### src/rtl/tl_tx_pkg.sv
// Shared types and constants for the TL transmit scheduler.
// Credit gating is compiled in only when TL_TX_FC_CHECK_EN is defined.
package tl_tx_pkg;

   localparam logic [2:0] BEAT_IDLE     = 3'b000;
   localparam logic [2:0] BEAT_P_HDR    = 3'b001;
   localparam logic [2:0] BEAT_P_DATA   = 3'b010;
   localparam logic [2:0] BEAT_NP_HDR   = 3'b011;
   localparam logic [2:0] BEAT_CPL_HDR  = 3'b101;
   localparam logic [2:0] BEAT_CPL_DATA = 3'b110;
   localparam logic [2:0] BEAT_DONE     = 3'b111;

   typedef enum logic [1:0] {CLS_P, CLS_NP, CLS_CPL} tl_class_e;
   typedef enum logic [1:0] {ST_IDLE, ST_DATA, ST_DONE} tx_state_e;

   localparam int unsigned CREDIT_PER_BEAT = 2;
   localparam int unsigned DW_PER_BEAT     = 8;

`ifdef TL_TX_FC_CHECK_EN
   localparam bit FC_CHECK_EN = 1'b1;
`else
   localparam bit FC_CHECK_EN = 1'b0;
`endif

   function automatic logic [2:0] hdr_code(input tl_class_e c);
      case (c)
         CLS_NP:  return BEAT_NP_HDR;
         CLS_CPL: return BEAT_CPL_HDR;
         default: return BEAT_P_HDR;
      endcase
   endfunction

   function automatic logic [2:0] data_code(input tl_class_e c);
      return (c == CLS_CPL) ? BEAT_CPL_DATA : BEAT_P_DATA;
   endfunction

   function automatic tl_class_e next_class(input tl_class_e c);
      case (c)
         CLS_P:   return CLS_NP;
         CLS_NP:  return CLS_CPL;
         default: return CLS_P;
      endcase
   endfunction

   // First eligible class scanning from ptr in P -> NP -> CPL order.
   function automatic tl_class_e rr_pick(input logic [2:0] elig, input tl_class_e ptr);
      tl_class_e c;
      tl_class_e pick;
      logic      found;
      c     = ptr;
      pick  = ptr;
      found = 1'b0;
      for (int unsigned i = 0; i < 3; i++) begin
         if (!found && elig[c]) begin
            pick  = c;
            found = 1'b1;
         end
         c = next_class(c);
      end
      return pick;
   endfunction

endpackage

### src/rtl/tl_fc_gate.sv
// One flow-control credit type: latched partner limit, consumed counter and
// the modular "need fits within limit" compare.
module tl_fc_gate #(
   parameter int unsigned CREDIT_DEPTH = 12
) (
   input  logic                    clk,
   input  logic                    rst_n,
   input  logic [CREDIT_DEPTH-1:0] limit,
   input  logic                    load,
   input  logic [CREDIT_DEPTH-1:0] need,
   input  logic                    consume,
   output logic                    fits,
   output logic [CREDIT_DEPTH-1:0] consumed
);

   logic [CREDIT_DEPTH-1:0] limit_q;
   logic [CREDIT_DEPTH-1:0] slack;

   // Fits when the wrapped slack lands in the lower half of the credit space.
   assign slack = limit_q - (consumed + need);
   assign fits  = ~slack[CREDIT_DEPTH-1];

   always_ff @(posedge clk or negedge rst_n) begin
      if (!rst_n) begin
         limit_q  <= '0;
         consumed <= '0;
      end else begin
         if (load)
            limit_q <= limit;
         if (consume)
            consumed <= consumed + need;
      end
   end

endmodule

### src/rtl/tl_tx_scheduler.sv
// Round-robin P/NP/CPL transmit scheduler feeding the DLL TL write interface.
// Define TL_TX_FC_CHECK_EN to gate grants on link-partner credit.
module tl_tx_scheduler
   import tl_tx_pkg::*;
#(
   parameter int unsigned PIPE_DATA_WIDTH = 256,
   parameter int unsigned CREDIT_DEPTH    = 12,
   parameter int unsigned RETRY_DEPTH_LG2 = 8,
   parameter int unsigned MAX_PLD_BEATS   = 8,
   localparam int unsigned LEN_W          = $clog2(MAX_PLD_BEATS + 1)
) (
   input  logic                         sclk,
   input  logic                         srst_n,
   input  logic                         p_valid_i,
   input  logic                         np_valid_i,
   input  logic                         cpl_valid_i,
   input  logic [PIPE_DATA_WIDTH-1:0]   p_hdr_i,
   input  logic [PIPE_DATA_WIDTH-1:0]   np_hdr_i,
   input  logic [PIPE_DATA_WIDTH-1:0]   cpl_hdr_i,
   input  logic [LEN_W-1:0]             p_len_i,
   input  logic [LEN_W-1:0]             cpl_len_i,
   output logic                         p_ready_o,
   output logic                         np_ready_o,
   output logic                         cpl_ready_o,
   input  logic [PIPE_DATA_WIDTH-1:0]   pld_data_i,
   input  logic                         pld_valid_i,
   output logic                         pld_ready_o,
   input  logic [CREDIT_DEPTH-1:0]      ep_cl_p_h_i,
   input  logic [CREDIT_DEPTH-1:0]      ep_cl_p_d_i,
   input  logic [CREDIT_DEPTH-1:0]      ep_cl_np_h_i,
   input  logic [CREDIT_DEPTH-1:0]      ep_cl_cpl_h_i,
   input  logic [CREDIT_DEPTH-1:0]      ep_cl_cpl_d_i,
   input  logic                         ep_cl_en_i,
   input  logic [RETRY_DEPTH_LG2+2:0]   retry_space_i,
   output logic [CREDIT_DEPTH-1:0]      cc_p_h_o,
   output logic [CREDIT_DEPTH-1:0]      cc_p_d_o,
   output logic [CREDIT_DEPTH-1:0]      cc_np_h_o,
   output logic [CREDIT_DEPTH-1:0]      cc_cpl_h_o,
   output logic [CREDIT_DEPTH-1:0]      cc_cpl_d_o,
   output logic [PIPE_DATA_WIDTH-1:0]   tl2dll_data_o,
   output logic [2:0]                   tl2dll_en_o
);

   localparam int unsigned RW = RETRY_DEPTH_LG2 + 3;
   localparam logic [CREDIT_DEPTH-1:0] HDR_NEED = CREDIT_DEPTH'(1);
   localparam logic [RW-1:0] RETRY_NP = RW'(DW_PER_BEAT);

   tx_state_e                state;
   tl_class_e                rr;
   tl_class_e                cls;
   tl_class_e                win;
   logic [LEN_W-1:0]         remain;
   logic [LEN_W-1:0]         win_len;
   logic [PIPE_DATA_WIDTH-1:0] win_hdr;
   logic                     fc_init;
   logic [2:0]               elig;
   logic [2:0]               grant;
   logic [CREDIT_DEPTH-1:0]  need_p_d;
   logic [CREDIT_DEPTH-1:0]  need_cpl_d;
   logic [RW-1:0]            retry_p;
   logic [RW-1:0]            retry_cpl;
   logic fits_p_h, fits_p_d, fits_np_h, fits_cpl_h, fits_cpl_d;

   assign need_p_d   = CREDIT_DEPTH'(CREDIT_PER_BEAT * p_len_i);
   assign need_cpl_d = CREDIT_DEPTH'(CREDIT_PER_BEAT * cpl_len_i);
   assign retry_p    = RW'(DW_PER_BEAT * (p_len_i + 1));
   assign retry_cpl  = RW'(DW_PER_BEAT * (cpl_len_i + 1));

   assign elig[0] = p_valid_i && fc_init && (retry_space_i >= retry_p) &&
                    (!FC_CHECK_EN || (fits_p_h && fits_p_d));
   assign elig[1] = np_valid_i && fc_init && (retry_space_i >= RETRY_NP) &&
                    (!FC_CHECK_EN || fits_np_h);
   assign elig[2] = cpl_valid_i && fc_init && (retry_space_i >= retry_cpl) &&
                    (!FC_CHECK_EN || (fits_cpl_h && fits_cpl_d));

   always_comb begin
      win     = rr_pick(elig, rr);
      grant   = ((state == ST_IDLE) && (|elig)) ? (3'b001 << win) : 3'b000;
      win_hdr = p_hdr_i;
      win_len = p_len_i;
      case (win)
         CLS_NP: begin
            win_hdr = np_hdr_i;
            win_len = '0;
         end
         CLS_CPL: begin
            win_hdr = cpl_hdr_i;
            win_len = cpl_len_i;
         end
         default: ;
      endcase
   end

   assign p_ready_o   = grant[0];
   assign np_ready_o  = grant[1];
   assign cpl_ready_o = grant[2];
   assign pld_ready_o = (state == ST_DATA);

   always_ff @(posedge sclk or negedge srst_n) begin
      if (!srst_n) begin
         state         <= ST_IDLE;
         rr            <= CLS_P;
         cls           <= CLS_P;
         remain        <= '0;
         fc_init       <= 1'b0;
         tl2dll_en_o   <= BEAT_IDLE;
         tl2dll_data_o <= '0;
      end else begin
         fc_init     <= fc_init | ep_cl_en_i;
         tl2dll_en_o <= BEAT_IDLE;
         case (state)
            ST_IDLE: begin
               if (|grant) begin
                  tl2dll_en_o   <= hdr_code(win);
                  tl2dll_data_o <= win_hdr;
                  cls           <= win;
                  remain        <= win_len;
                  rr            <= next_class(win);
                  state         <= (win_len != '0) ? ST_DATA : ST_DONE;
               end
            end
            ST_DATA: begin
               if (pld_valid_i) begin
                  tl2dll_en_o   <= data_code(cls);
                  tl2dll_data_o <= pld_data_i;
                  remain        <= remain - LEN_W'(1);
                  if (remain == LEN_W'(1))
                     state <= ST_DONE;
               end
            end
            default: begin
               tl2dll_en_o <= BEAT_DONE;
               state       <= ST_IDLE;
            end
         endcase
      end
   end

   tl_fc_gate #(.CREDIT_DEPTH(CREDIT_DEPTH)) u_gate_p_h (
      .clk(sclk), .rst_n(srst_n), .limit(ep_cl_p_h_i), .load(ep_cl_en_i),
      .need(HDR_NEED), .consume(grant[0]), .fits(fits_p_h), .consumed(cc_p_h_o));

   tl_fc_gate #(.CREDIT_DEPTH(CREDIT_DEPTH)) u_gate_p_d (
      .clk(sclk), .rst_n(srst_n), .limit(ep_cl_p_d_i), .load(ep_cl_en_i),
      .need(need_p_d), .consume(grant[0]), .fits(fits_p_d), .consumed(cc_p_d_o));

   tl_fc_gate #(.CREDIT_DEPTH(CREDIT_DEPTH)) u_gate_np_h (
      .clk(sclk), .rst_n(srst_n), .limit(ep_cl_np_h_i), .load(ep_cl_en_i),
      .need(HDR_NEED), .consume(grant[1]), .fits(fits_np_h), .consumed(cc_np_h_o));

   tl_fc_gate #(.CREDIT_DEPTH(CREDIT_DEPTH)) u_gate_cpl_h (
      .clk(sclk), .rst_n(srst_n), .limit(ep_cl_cpl_h_i), .load(ep_cl_en_i),
      .need(HDR_NEED), .consume(grant[2]), .fits(fits_cpl_h), .consumed(cc_cpl_h_o));

   tl_fc_gate #(.CREDIT_DEPTH(CREDIT_DEPTH)) u_gate_cpl_d (
      .clk(sclk), .rst_n(srst_n), .limit(ep_cl_cpl_d_i), .load(ep_cl_en_i),
      .need(need_cpl_d), .consume(grant[2]), .fits(fits_cpl_d), .consumed(cc_cpl_d_o));

endmodule

### config.mk
export PLATFORM = sky130hd
export DESIGN_NAME = tl_tx_scheduler
export DESIGN_NICKNAME = d
export VERILOG_FILES = /design/src/rtl/tl_tx_pkg.sv /design/src/rtl/tl_fc_gate.sv /design/src/rtl/tl_tx_scheduler.sv
export SDC_FILE = /design/constraint.sdc
export NUM_CORES = 1
export LEC_CHECK = 0
export CAP_MARGIN = 25
export CELL_PAD_IN_SITES_DETAIL_PLACEMENT = 1
export CELL_PAD_IN_SITES_GLOBAL_PLACEMENT = 2
export CORE_AREA = 3 3 554 556
export DETAILED_ROUTE_END_ITERATION = 16
export DIE_AREA = 0 0 557 559
export DONT_BUFFER_PORTS = 1
export PLACE_DENSITY_LB_ADDON = 0.12
export RECOVER_POWER = 50
export SETUP_SLACK_MARGIN = 0.4
export SYNTH_ARGS = -nofsm -noshare
export SYNTH_HDL_FRONTEND = slang
export SYNTH_SLANG_ARGS = --single-unit
### constraint.sdc
create_clock -name sclk -period 13 [get_ports sclk]
set_input_delay 2.6 -clock sclk [delete_from_list [all_inputs] [get_ports sclk]]
set_output_delay 2.6 -clock sclk [all_outputs]
set_load 0.01 [all_outputs]
**After elaboration in Yosys (flattened, before gate mapping)**

Cells that the tools add are included.

- Register bits: 330
- Logic and storage cells: 92
- Output and inout port bits: 323

- $add $sub $neg: 8
- Reduce and logical (&&, ||, !) cells: 22
- Mux-type cells: 32
- Shifts and indexed selects: 1
- Bitwise operators: 1
- $lt $le $gt $ge: 6
- Eq/ne operators: 10

Operator list:

| kind | count |
|---|---|
| 256-bit case mux with 2 select lines | 2 |
| 256-bit two-way mux | 2 |
| 12-bit by 1-bit adder with 12-bit output, second input constant | 3 |
| 12-bit by 5-bit adder with 12-bit output | 2 |
| 11-bit by 8-bit greater-or-equal comparator with 1-bit output | 2 |
| 2-bit case mux with 2 select lines | 4 |
| 4-bit case mux with 2 select lines | 2 |
| 2-bit two-way mux | 6 |
| 3-bit two-way mux | 4 |
| 3-bit case mux with 2 select lines | 2 |
| 11-bit by 4-bit greater-or-equal comparator with 1-bit output, second input constant | 1 |
| 4-bit by 1-bit adder with 5-bit output, second input constant | 2 |
| 1-bit logical AND | 9 |
| 2-bit by 3-bit less-than comparator with 1-bit output, second input constant | 3 |
| 2-bit by 1-bit equality test with 1-bit output, second input constant | 4 |
| 2-bit zero test | 4 |
| 4-bit two-way mux | 2 |
| 1-bit binary-select mux with 2-bit select | 3 |
| 3-bit AND reduction | 2 |
| 3-bit OR reduction | 2 |
| 1-bit two-way mux | 5 |
| 2-bit equality test, second input constant | 2 |
| 4-bit by 1-bit equality test with 1-bit output, second input constant | 1 |
| 2-bit by 1-bit != test with 1-bit output, second input constant | 2 |
| 8 further kinds | 9 |

**Depth between registers and ports, before layout**

Gate-level depths: netlist of run 1.

- Depth in word-level cells: 18
- Depth in mapped cells: 19
- Mapped depth without buffers: 17

**By module**

Synthesis of run 1 repeated with hierarchy kept, for this count alone.

- Cells, all modules: 2,905
- Area total of the unflattened synthesis: 26,605.5 um2

Modules (own cells, without submodules):

| module | instances | cells each | area an instance (um2) | seq. area each (um2) |
|---|---|---|---|---|
| tl_tx_scheduler | 1 | 2,140 | 18,710.4 | 6,756.5 |
| tl_fc_gate | 5 | 153 | 1,579.0 | 600.6 |

**Worst setup path before layout of run 1**

OpenSTA, ideal clock, no wires.

- Path type: input port to output port
- From: in cpl_len_i[0]
- To: out np_ready_o
- Stages on the path: 15
- Buffers on the path: 3
- Slack: 5.002 ns
- Required time: 10.400 ns
- Arrival: 5.398 ns
- Cells stage by stage: ha_1 > xnor2_1 > ha_1 > and4_1 > a311oi_1 > nand3b_1 > and2_1 > nand2_1 > o211ai_1 > ha_1 > clkbuf_1 > clkbuf_1 > buf_1 > nand2_1 > inv_1

- Word-level cells in the longest chain between the ends: 14
- Elaborated cells on any way between the ends: 21
- Those cells by class: 1 x add/sub; 1 x order compare; 1 x shift; 11 x mux; 7 x reduce/logical

Ends and longest elaborated chain:

| item | RTL line | text |
|---|---|---|
| start, declared | tl_tx_scheduler.sv:21 | `input logic [LEN_W-1:0] cpl_len_i,` |
| 4-bit by 1-bit adder with 5-bit output (*) | tl_tx_scheduler.sv:67 | `assign retry_cpl = RW'(DW_PER_BEAT * (cpl_len_i + 1));` |
| 11-bit by 8-bit greater-or-equal comparator with 1-bit output (*) | tl_tx_scheduler.sv:73 | `assign elig[2] = cpl_valid_i && fc_init && (retry_space_i >= retry_cpl) &&` |
| 1-bit logical AND (*) | tl_tx_scheduler.sv:73 |  |
| 1-bit binary-select mux with 2-bit select | tl_tx_pkg.sv:54 | `if (!found && elig[c]) begin` |
| 1-bit two-way mux (implied by the code) | tl_tx_pkg.sv:54 |  |
| 1-bit two-way mux | tl_tx_pkg.sv:54 |  |
| 1-bit zero test | tl_tx_pkg.sv:54 |  |
| 1-bit logical AND | tl_tx_pkg.sv:54 |  |
| 1-bit two-way mux | tl_tx_pkg.sv:54 |  |
| 1-bit zero test | tl_tx_pkg.sv:54 |  |
| 1-bit logical AND | tl_tx_pkg.sv:54 |  |
| 2-bit two-way mux (*) | tl_tx_pkg.sv:54 |  |
| named net win[0] | tl_tx_scheduler.sv:51 | `tl_class_e win;` |
| 1-bit by 2-bit left shift with 3-bit output (*) | tl_tx_scheduler.sv:78 | `grant = ((state == ST_IDLE) && (\|elig)) ? (3'b001 << win) : 3'b000;` |
| 3-bit two-way mux (*) | tl_tx_scheduler.sv:78 |  |
| end, declared | tl_tx_scheduler.sv:23 | `output logic np_ready_o,` |

The timed path passes the listed nets; every way through them passes the cells marked *. The select of a mux whose other input is x is not followed.

**Worst setup path after layout of run 1**

- From: in cpl_len_i[0]
- To: out cpl_ready_o

- Word-level cells in the longest chain between the ends: 14
- Elaborated cells on any way between the ends: 21
- Those cells by class: 1 x add/sub; 1 x order compare; 1 x shift; 11 x mux; 7 x reduce/logical

Ends and longest elaborated chain:

| item | RTL line | text |
|---|---|---|
| 4-bit by 1-bit adder with 5-bit output (*) | tl_tx_scheduler.sv:67 |  |
| 11-bit by 8-bit greater-or-equal comparator with 1-bit output (*) | tl_tx_scheduler.sv:73 |  |
| 1-bit logical AND (*) | tl_tx_scheduler.sv:73 |  |
| 1-bit binary-select mux with 2-bit select | tl_tx_pkg.sv:54 |  |
| 1-bit two-way mux (implied by the code) | tl_tx_pkg.sv:54 |  |
| 1-bit two-way mux | tl_tx_pkg.sv:54 |  |
| 1-bit zero test | tl_tx_pkg.sv:54 |  |
| 1-bit logical AND | tl_tx_pkg.sv:54 |  |
| 1-bit two-way mux | tl_tx_pkg.sv:54 |  |
| 1-bit zero test | tl_tx_pkg.sv:54 |  |
| 1-bit logical AND | tl_tx_pkg.sv:54 |  |
| 2-bit two-way mux (*) | tl_tx_pkg.sv:54 |  |
| named net win[0] | tl_tx_scheduler.sv:51 |  |
| 1-bit by 2-bit left shift with 3-bit output (*) | tl_tx_scheduler.sv:78 |  |
| 3-bit two-way mux (*) | tl_tx_scheduler.sv:78 |  |
| end, declared | tl_tx_scheduler.sv:24 | `output logic cpl_ready_o,` |

Marked as above.

==> results of run 1 <==
[final cells by class]
cell class / count / area, um^2
Fill cell: 35700 / 275000
Multi-Input combinational cell: 1571 / 11000
Sequential cell: 328 / 8210
Tap cell: 3978 / 4980
Clock buffer: 91 / 1730
Inverter: 281 / 1050
Timing Repair Buffer: 40 / 460
Clock inverter: 10 / 109
Antenna cell: 17 / 42.5
[placed cells by master, fill, tap and decap left out, types with 3 or more instances in the layout]
cell         n
xnor2_1     32
xor2_1      23
o21ai_1      6
diode_2     17
buf_4       27
nand2_1    291
clkinv_2     5
a22oi_1    256
o211ai_1     3
buf_12       6
and2_1       4
ha_4         3
nor3_1      13
nor2b_1      7
or2_2        3
clkbuf_8    20
and3_1      15
inv_1      280
a21oi_1      9
a221oi_2   234
a221oi_1    23
o21ai_0    263
clkbuf_16   56
nand4_1     23
nand3_1     19
nor2_1     272
ha_1        26
clkbuf_1    15
dfrtp_1    328
mux2_2       6
buf_16       4
a21o_1       5
[path summary, 6_finish.rpt]
kind / startpoint / to / slack, ns / cells past startpoint
worst min register to register: cls[1] / cls[1] / 0.52 / 1
worst min-delay path: cls[1] / cls[1] / 0.52 / 1
max in group asynchronous: srst_n / u_gate_p_h.consumed[2] / 10.04 / 0
worst max-delay path: cpl_len_i[0] / cpl_ready_o / 3.65 / 13
min in group asynchronous: srst_n / tl2dll_data_o[155] / 1.61 / 0
worst max register to register: fc_init / tl2dll_data_o[185] / 7.45 / 14
[flip-flops by register name, summed over array words and instances (netlist names)]
name,cells
rr,2
fc_init,1
u_gate_cpl_d.consumed,11
tl2dll_data_o,256
state,2
u_gate_p_h.consumed,12
remain,4
tl2dll_en_o,3
u_gate_p_d.consumed,11
u_gate_cpl_h.consumed,12
cls,2
u_gate_np_h.consumed,12
[layer usage]
metal	GRT usage, %	routed length, um	share of wire (%)	vias up
met4	3.37	5330	3.1	18
li1	-	-	-	8389
met3	3.37	13300	7.7	170
met1	11.3	64200	37	9254
met5	0	138	0.080	-
met2	19.5	89400	52	972
[power by group]
group | leakage (nW) | switching [mW] | internal (mW)
clock | 0.911 | 0.655 | 0.922
sequential | 3.81 | 1.10 | 1.50
combinational | 5.75 | 2.74 | 1.36
total | 10.5 | 4.50 | 3.78
[synth_stat cells, drive strengths merged, types with 3 or more instances]
| cell | n |
|---|---|
| a21o | 5 |
| clkbuf | 140 |
| and2 | 4 |
| xnor2 | 32 |
| inv | 281 |
| o211ai | 3 |
| mux2 | 6 |
| dfrtp | 328 |
| nor3 | 13 |
| nor2 | 274 |
| a22oi | 256 |
| nand3 | 19 |
| ha | 29 |
| xor2 | 23 |
| or2 | 3 |
| nor2b | 7 |
| and3 | 15 |
| buf | 68 |
| nand2 | 292 |
| o21ai | 269 |
| nand4 | 23 |
| a221oi | 257 |
| a21oi | 9 |
[per-stage QoR]
step                      std cells  hold WS [ns]
after floorplan                2388         0.481
after global placement         6191         0.505
after detailed placement       6198         0.505
after CTS                      6299         0.518
after global routing           6311         0.538
final                          6316         0.520
[critical path, cell delays in order]
cell	delay (ns)
ha_1	0.20
xnor2_1	0.14
ha_1	0.30
and4_1	0.18
a311oi_1	0.09
nand3b_1	0.24
and2_1	0.24
o211ai_1	0.17
o211ai_1	0.25
inv_1	0.24
ha_4	0.66
nand3_1	0.65
inv_1	0.74
[cells by family after synthesis]
| logic type | Yosys count | share of synthesized area, % |
|---|---|---|
| other cells | 1 | 0.0176 |
| mux | 6 | 0.317 |
| xor+xnor | 55 | 2.26 |
| simple gates | 662 | 12.8 |
| fa+ha+maj | 31 | 1.89 |
| buf+inv | 489 | 10.3 |
| compound gates | 815 | 33.9 |
| flops | 328 | 38.5 |
==> impl_metrics.py, run 1 <==
metrics = {
    "run_status": {
        "status": "finished, violations left",
        "violations": "max-slew violations",
    },
    "clock_tree": {
        "cts_buffers": 56,
        "post_cts_buffers": 0,
        "cts.sinks": 328,
        "clock_path_buffers": 3,
        "root_buffer": "clkbuf_16",
        "htree_levels": 2,
        "cts_resized": 0,
        "ctsHoldBuffers": 0,
        "cts_tree": "built",
        "clkLatencyLatePin_ns": 0.72,
        "path_clk_slew_ns": 0.05,
    },
    "logic_synthesis": {
        "yosysSeqAreaShare_pct": 38.5,
        "syn_area_per_cell_um2": 8.94,
        "ys.flop_type": "dfrtp_1",
        "synth_top_area_share_pct": 38.5,
        "synth.distinct_cells": 55,
        "synthArstFlopShare_pct": 100,
        "yosys_warnings": 0,
        "synth_area_leader_cell": "dfrtp_1",
        "synth_edf_count": 0,
        "syn-cell-area_um2": 21300,
        "syn-instance-count": 2387,
        "synth.area.top_cells": "dfrtp_1 (38%), a221oi_2 (16%), a22oi_1 (9.0%), o21ai_0 (6.3%), nand2_1 (5.1%)",
        "ys_seq_elements": 328,
    },
    "worst_setup_path": {
        "startpoint_type": "input port",
        "path_max_fanout": 53,
        "critPathCaptureType": "output port",
        "path_class": "input port to output port",
        "required_ns": 10.40,
        "critPathArrivalTime_ns": 6.75,
    },
    "timing": {
        "setup_viol": 0,
        "rsz0062_at_grt": "no",
        "period_share_pct": 71.9,
        "worstMarginPinSlew_ns": 1.70,
        "skew_ns": 0.0489,
        "slew_headroom_pct": -13.3,
        "hold_viol": 0,
        "max_freq_mhz": 107,
        "drv_slew": 149,
        "min_period_ns": 9.35,
        "fin_ws_ns": 3.65,
        "finalSetupTns_ns": 0,
    },
    "floorplan": {
        "ios": 1433,
        "die_x_um": 557,
        "die_h_um": 559,
        "coreArea_um2": 303000,
        "start_util_pct": 7.05,
        "rows": 202,
        "dieArea_um2": 311000,
    },
    "route": {
        "drt-initial-drc-count": 865,
        "ant_nets": 0,
        "firstDrtPassIters": 5,
        "drcViolationCount": 0,
        "drt-total-wl_mm": 172,
        "wl_per_cell_um": 27.3,
        "route.vias.total": 18800,
        "viasPerCell": 2.98,
    },
    "global_route": {
        "grt_first_pass_wirelength_mm": 221,
        "grt_pass1_vias": 20500,
        "grt_max_degree": 329,
        "antenna_found_initial": 42,
        "track_usage_pct": 10.6,
        "grt-ovfl-total": 0,
    },
    "placement": {
        "globalplace.congestion": 0.724,
        "portBuffers": 0,
        "post-place-ws_ns": 3.40,
        "hpwl_mm": 140,
        "placed_cell_area_um2": 25700,
    },
    "layout": {
        "finish.utilization_pct": 9.11,
        "syn_to_final_growth_pct": 29.2,
        "final_cell_area_um2": 27600,
        "drive_gt1_share_pct": 16.4,
        "layout.nets": 3419,
    },
    "power": {
        "p_leak_nw": 10.5,
        "vdd_drop_max_mv": 0.126,
        "totalPowerFinal_mw": 8.28,
        "powerDensity_nw_per_um2": 300,
    },
    "flow_run": {
        "cap_viol_max_count": 0,
    },
    "min_path": {
        "hold_class": "flop to flop",
    },
}
No activity file was read; power rests on OpenSTA's default activity.
==> inputs of run 2 (changes only) <==
==> constraint.sdc (replaced) <==
create_clock -name sclk -period 7.7 [get_ports sclk]
set_input_delay 1.54 -clock sclk [delete_from_list [all_inputs] [get_ports sclk]]
set_output_delay 1.54 -clock sclk [all_outputs]
set_load 0.01 [all_outputs]
==> impl_metrics.py, run 2 (same netlist as run 1, synthesis figures left out) <==
metrics = {
    "layout": {
        "fill_cells": 35700,
        "layout_common_cells": "dfrtp_1 (328), nand2_1 (291), inv_1 (280), nor2_1 (272), o21ai_0 (264)",
        "drive_gt1_share_pct": 17.3,
        "regMostFlops": "tl2dll_data_o",
        "syn_to_final_growth_pct": 31.1,
        "layout.nets": 3443,
        "largest_register_ffs": 256,
        "layout_commonest_cell": "dfrtp_1",
    },
    "global_route": {
        "antenna_found_initial": 58,
        "grt_max_degree": 329,
        "grt_pass1_vias": 20800,
        "use_met2_pct": 19.3,
        "grt-ovfl-total": 0,
        "grt.busiest_layer": "met2",
        "use_met1_pct": 11.2,
        "track_usage_pct": 10.5,
        "grt_first_pass_wirelength_mm": 221,
        "grtUsageMet3_pct": 3.61,
    },
    "worst_setup_path": {
        "startpoint_type": "input port",
        "critPathLaunch": "cpl_len_i[0]",
        "path_class": "input port to output port",
        "critPathCaptureType": "output port",
        "critPathArrivalTime_ns": 4.50,
        "required_ns": 6.16,
        "path_max_fanout": 15,
        "rrSetupSlack_ns": 3.31,
        "timing.rr.start": "fc_init",
    },
    "timing": {
        "slew_headroom_pct": -16.3,
        "setup_viol": 0,
        "rsz0062_at_grt": "no",
        "finalSetupTns_ns": 0,
        "min_period_ns": 6.04,
        "period_share_pct": 78.5,
        "skew_ns": 0.0338,
        "hold_viol": 0,
        "worstMarginPinSlew_ns": 1.74,
        "drv_slew": 155,
        "max_freq_mhz": 166,
    },
    "route": {
        "drcViolationCount": 0,
        "firstDrtPassIters": 5,
        "drt-initial-drc-count": 754,
        "ant_nets": 0,
        "route.vias.total": 18900,
        "drt-total-wl_mm": 171,
        "wl_per_cell_um": 27.0,
        "viasPerCell": 2.97,
    },
    "min_path": {
        "hold_class": "flop to flop",
        "hold_start": "cls[1]",
    },
    "clock_tree": {
        "cts_resized": 0,
        "root_buffer": "clkbuf_16",
        "clock_path_buffers": 3,
        "htree_levels": 2,
        "cts_tree": "built",
        "cts.sinks": 328,
        "ctsHoldBuffers": 0,
        "clkLatencyLatePin_ns": 0.70,
        "cts_buffers": 58,
        "post_cts_buffers": 0,
        "path_clk_slew_ns": 0.06,
    },
    "placement": {
        "hpwl_mm": 140,
        "globalplace.congestion": 0.737,
        "portBuffers": 0,
    },
    "floorplan": {
        "coreArea_um2": 303000,
        "die_x_um": 557,
        "ios": 1433,
        "start_util_pct": 7.05,
        "die_h_um": 559,
        "rows": 202,
        "dieArea_um2": 311000,
    },
    "power": {
        "powerDensity_nw_per_um2": 509,
        "vdd_drop_max_mv": 0.206,
        "totalPowerFinal_mw": 14.2,
        "p_leak_nw": 10.7,
    },
    "flow_run": {
        "cap_viol_max_count": 0,
    },
    "run_status": {
        "violations": "max-slew violations",
        "status": "finished, violations left",
    },
}
## run 2: changes by cell type in the layout (fill, tap and decap cells not counted), sizes merged, moves of 2 or more
cell / change
buf: +22
clkinv: +6
diode: +6
bufinv: +2
clkbuf: -2
inv: -2
## run 2: worst paths after layout
| kind | to | cells after the start |
|---|---|---|
| max reg2reg | tl2dll_data_o[228] | 15 |
| min in group asynchronous | tl2dll_data_o[150] | 0 |
| max in group asynchronous | u_gate_np_h.consumed[6] | 0 |
| min reg2reg | cls[1] | 1 |
| min | cls[1] | 1 |
| max | p_ready_o | 14 |
## run 2: power breakdown
part	switching, mW	internal (mW)	total, mW
combinational	4.61	2.48	7.09
sequential	1.86	2.53	4.40
clock	1.12	1.63	2.75
## run 2: cell type report
type                            instances  area, um^2  share of cell area [%]
Sequential cell                       328        8210                    29.3
Clock inverter                         17         214                   0.765
Inverter                              281        1050                    3.77
Multi-Input combinational cell       1571       11000                    39.3
Tap cell                             3978        4980                    17.8
Antenna cell                           23        57.6                   0.206
Clock buffer                           89        1720                    6.14
Timing Repair Buffer                   62         761                    2.72
## run 2: worst max-delay path, stage by stage
cell	delay [ns]
ha_1	0.20
xnor2_1	0.22
ha_1	0.29
and4_1	0.17
a311oi_1	0.25
nand3b_1	0.19
and2_1	0.23
nand2_1	0.07
o211ai_1	0.45
inv_1	0.23
ha_4	0.23
nand3_1	0.06
buf_4	0.25
inv_2	0.11
## run 2: through the flow
stage	hold slack [ns]	instance area, um^2	setup WS (ns)	utilization [%]	std cells
after floorplan	0.481	21300	1.82	-	2388
after global placement	0.498	25900	1.06	8.57	6215
after detailed placement	0.507	26000	1.30	8.59	6220
after CTS	0.462	27900	1.60	9.23	6326
after global routing	0.489	28000	1.27	9.24	6343
final	0.519	28000	1.66	9.25	6349
## run 2: per-layer routing
metal | vias up | share of wire [%]
met4 | 34 | 3.0
met1 | 9259 | 37
met3 | 184 | 8.0
li1 | 8446 | -
met5 | - | 0.14
met2 | 928 | 52
==> RTL change, RTL diff (settings of run 1) <==
Build with the macro `TL_TX_FC_CHECK_EN` defined.
--- a/src/rtl/tl_tx_pkg.sv
+++ b/src/rtl/tl_tx_pkg.sv
@@ -1,5 +1,7 @@
 // Shared types and constants for the TL transmit scheduler.
 // Credit gating is compiled in only when TL_TX_FC_CHECK_EN is defined.
+`define TL_TX_FC_CHECK_EN
+
 package tl_tx_pkg;
 
    localparam logic [2:0] BEAT_IDLE     = 3'b000;
Formal check against the unedited RTL: not equivalent (a bounded check fails within 4 cycles, from zero or initial values and one cycle with srst_n low).
==> RTL change against run 1 <==
- clock skew up 0.024 ns
- synthesized area up 10%
- first-iteration DRC count up 17%
- non-clock buffer count up 15
- wire length up 10%
- critical path depth up 8
- combinational power up 16%
- sequential cell count up 58
- power up 14%
- worst setup slack worse by 0.93 ns
- cell area up 10%
==> RTL change: results (changes against run 1) <==
stage,metric,value,unit,change
outcome,status,completed,,
critical_path,critical_path.startpoint,p_len_i[1],,
synthesis,ys_seq_area_share,41.1,%,+2.7 points
sta,timing.clock.skew,0.0729,ns,+0.0240 ns
critical_path,reg2reg_depth,25,,+11
power,switchingPower,5.16,mW,+15%
routing,drt-total-wl,190000,um,+10%
critical_path,cp_max_fo,16,,-70%
critical_path,timing.reg2reg.setup_slack,5.41,ns,-2.04 ns
synthesis,yosysUniqueCellTypes,59,,+7.3%
min_path,depth_of_the_worst_hold_timing_path,1,,unchanged
synthesis,primary_flip_flop_cell_chosen_by_synthesis_mapping,dfrtp_1,,
placed_design,place_hpwl,156000,um,+12%
critical_path,r2r-start,u_gate_p_d.consumed[2],,
synthesis,number_of_synthesis_warnings,0,,unchanged
clock_tree,cts.clk_slew.worst_paths,0.05,ns,about the same
critical_path,cp_data_arrival_time,7.68,ns,+0.93 ns
routing,first_iter_violations,1014,,+17%
global_route,vias_in_the_first_global_route,23000,,+12%
placed_design,gp_congestion,0.782,,+8.0%
clock_tree,cts_setup_buffers,0,,unchanged
routing,topRoutingLayerUsed,met5,,
clock_tree,clock_tree.buffer_depth,4,,+1
min_path,hold_path_class,reg -> reg,,
synthesis,async_s_r_ff_share_synth,100,%,unchanged
synthesis,synthTopCellsByArea,"dfrtp_1 41%, a21oi_1 11%, nor2_1 8.5%",,
min_path,min_delay_worst_endpoint,cls[0],,
critical_path,critPathSlowestCell,o21ai_0,,
placed_design,post-place-ws,2.53,ns,-0.867 ns
critical_path,r2r_end,tl2dll_data_o[0],,
global_route,grt_first_pass_wirelength,243000,um,+10%
global_route,gr-usage-all-layers,11.7,%,+1.1 points
min_path,worstHoldStart,cls[0],,
global_route,maximum_number_of_pins_on_one_net_before_global_route_repair,387,,+18%
clock_tree,tritoncts.num_buffers,73,,+30%
final_layout,reg_with_most_ffs,tl2dll_data_o,,
critical_path,crit_path_max_incr_delay,0.57,ns,-0.17 ns
routing,drt_pre_antenna_iters,5,,unchanged
routing,wl_met3,18600,um,+39%
clock_tree,ctsResizeCount,0,,unchanged
power,peakVddDrop,0.000255,V,+100%
final_layout,post_route_cells_drive_above_1_share,9.36,%,-7.1 points
routing,drt-vias-per-instance,3.25,,+9.1%
clock_tree,root_buffer,clkbuf_16,,
power,p_leak,10.3,nW,-1.6%
global_route,antenna_found_initial,69,,+64%
clock_tree,cts_htree_levels,3,,+1
synthesis,synth_commonest_cells,"534 x nor2_1, 530 x a21oi_1, 386 x dfrtp_1",,
clock_tree,clk-insertion-delay-late,0.77,ns,+0.05 ns
final_layout,post_layout_nets,3801,,+11%
routing,wl_met1,74400,um,+16%
placed_design,portBuffers,0,,unchanged
routing,route.met2.wl,91700,um,+2.5%
final_layout,largest_register_ff_count,256,,unchanged
sta,timing.max_slew.rel_slack,16.7,%,+30 points
final_layout,filler_cell_count,35600,,-0.13%
-- RTL change: cell count changes in the layout (fill, tap and decap cells not counted), sizes merged, moves of 248 or more --
cell	run 1	this run
a211oi	1	261
a21oi	9	531
a221oi	257	0
inv	283	28
nand2	292	20
nor2	274	536
o21ai	269	21
-- RTL change: power by group through the flow --
stage                     clock network (mW)  logic, mW  registers (mW)
after CTS                               2.13       4.99            2.85
after global routing                    2.17       5.39            2.87
after global placement                     0       4.91            2.88
after detailed placement                   0       4.97            2.87
after floorplan                            0       3.00            2.19
final                                   1.99       4.75            2.74
-- RTL change: cell families after synthesis --
kind of cell	count (synthesis)	share of synthesized area, %
AOI/OAI and AO/OA	1112	29.9
DFF	386	41.1
buffers and inverters	277	4.78
and+or+nand+nor	699	12.6
muxes	72	3.43
xor gates and xnor gates	105	3.92
adders and majority gates	79	4.27
other	1	0.0160
-- RTL change: how the worst max path moves through the flow --
stage / endpoint / slack [ns] / cells after the start
2_1_floorplan: np_ready_o / 3.83 / 20
3_3_place_gp: cpl_ready_o / 2.36 / 21
3_5_place_dp: cpl_ready_o / 2.53 / 21
4_1_cts: cpl_ready_o / 2.51 / 21
5_1_grt: cpl_ready_o / 2.18 / 21
6_report: cpl_ready_o / 2.72 / 21
-- RTL change: through the flow --
step | std cells | hold WS, ns | cell area (um^2)
5_1_grt | 6658 | 0.516 | 30400
3_5_place_dp | 6513 | 0.489 | 28000
6_report | 6666 | 0.506 | 30500
2_1_floorplan | 2732 | 0.472 | 23500
3_3_place_gp | 6506 | 0.489 | 28000
4_1_cts | 6636 | 0.508 | 30400
-- RTL change: worst max-delay path, delay by kind of cell --
kind,cells,cell delay [ns]
and+or+nand+nor,8,1.83
AOI/OAI and AO/OA,6,1.56
adders and majority gates,3,0.93
xor gates and xnor gates,2,0.39
buffers and inverters,2,0.33
-- RTL change: routing by layer --
| layer | GRT usage [%] | vias up |
|---|---|---|
| met1 | 13.3 | 10600 |
| met4 | 3.00 | 20 |
| met3 | 4.67 | 210 |
| met5 | 0 | - |
| li1 | - | 9824 |
| met2 | 20.0 | 982 |
-- RTL change: layout make-up --
class | instances | area [um^2] | area share (%)
Clock inverter | 15 | 199 | 0.653
Tap cell | 3978 | 4980 | 16.3
Sequential cell | 386 | 9660 | 31.7
Inverter | 27 | 109 | 0.357
Antenna cell | 28 | 70.1 | 0.230
Clock buffer | 108 | 2140 | 7.03
Timing Repair Buffer | 55 | 534 | 1.75
Multi-Input combinational cell | 2069 | 12800 | 41.9
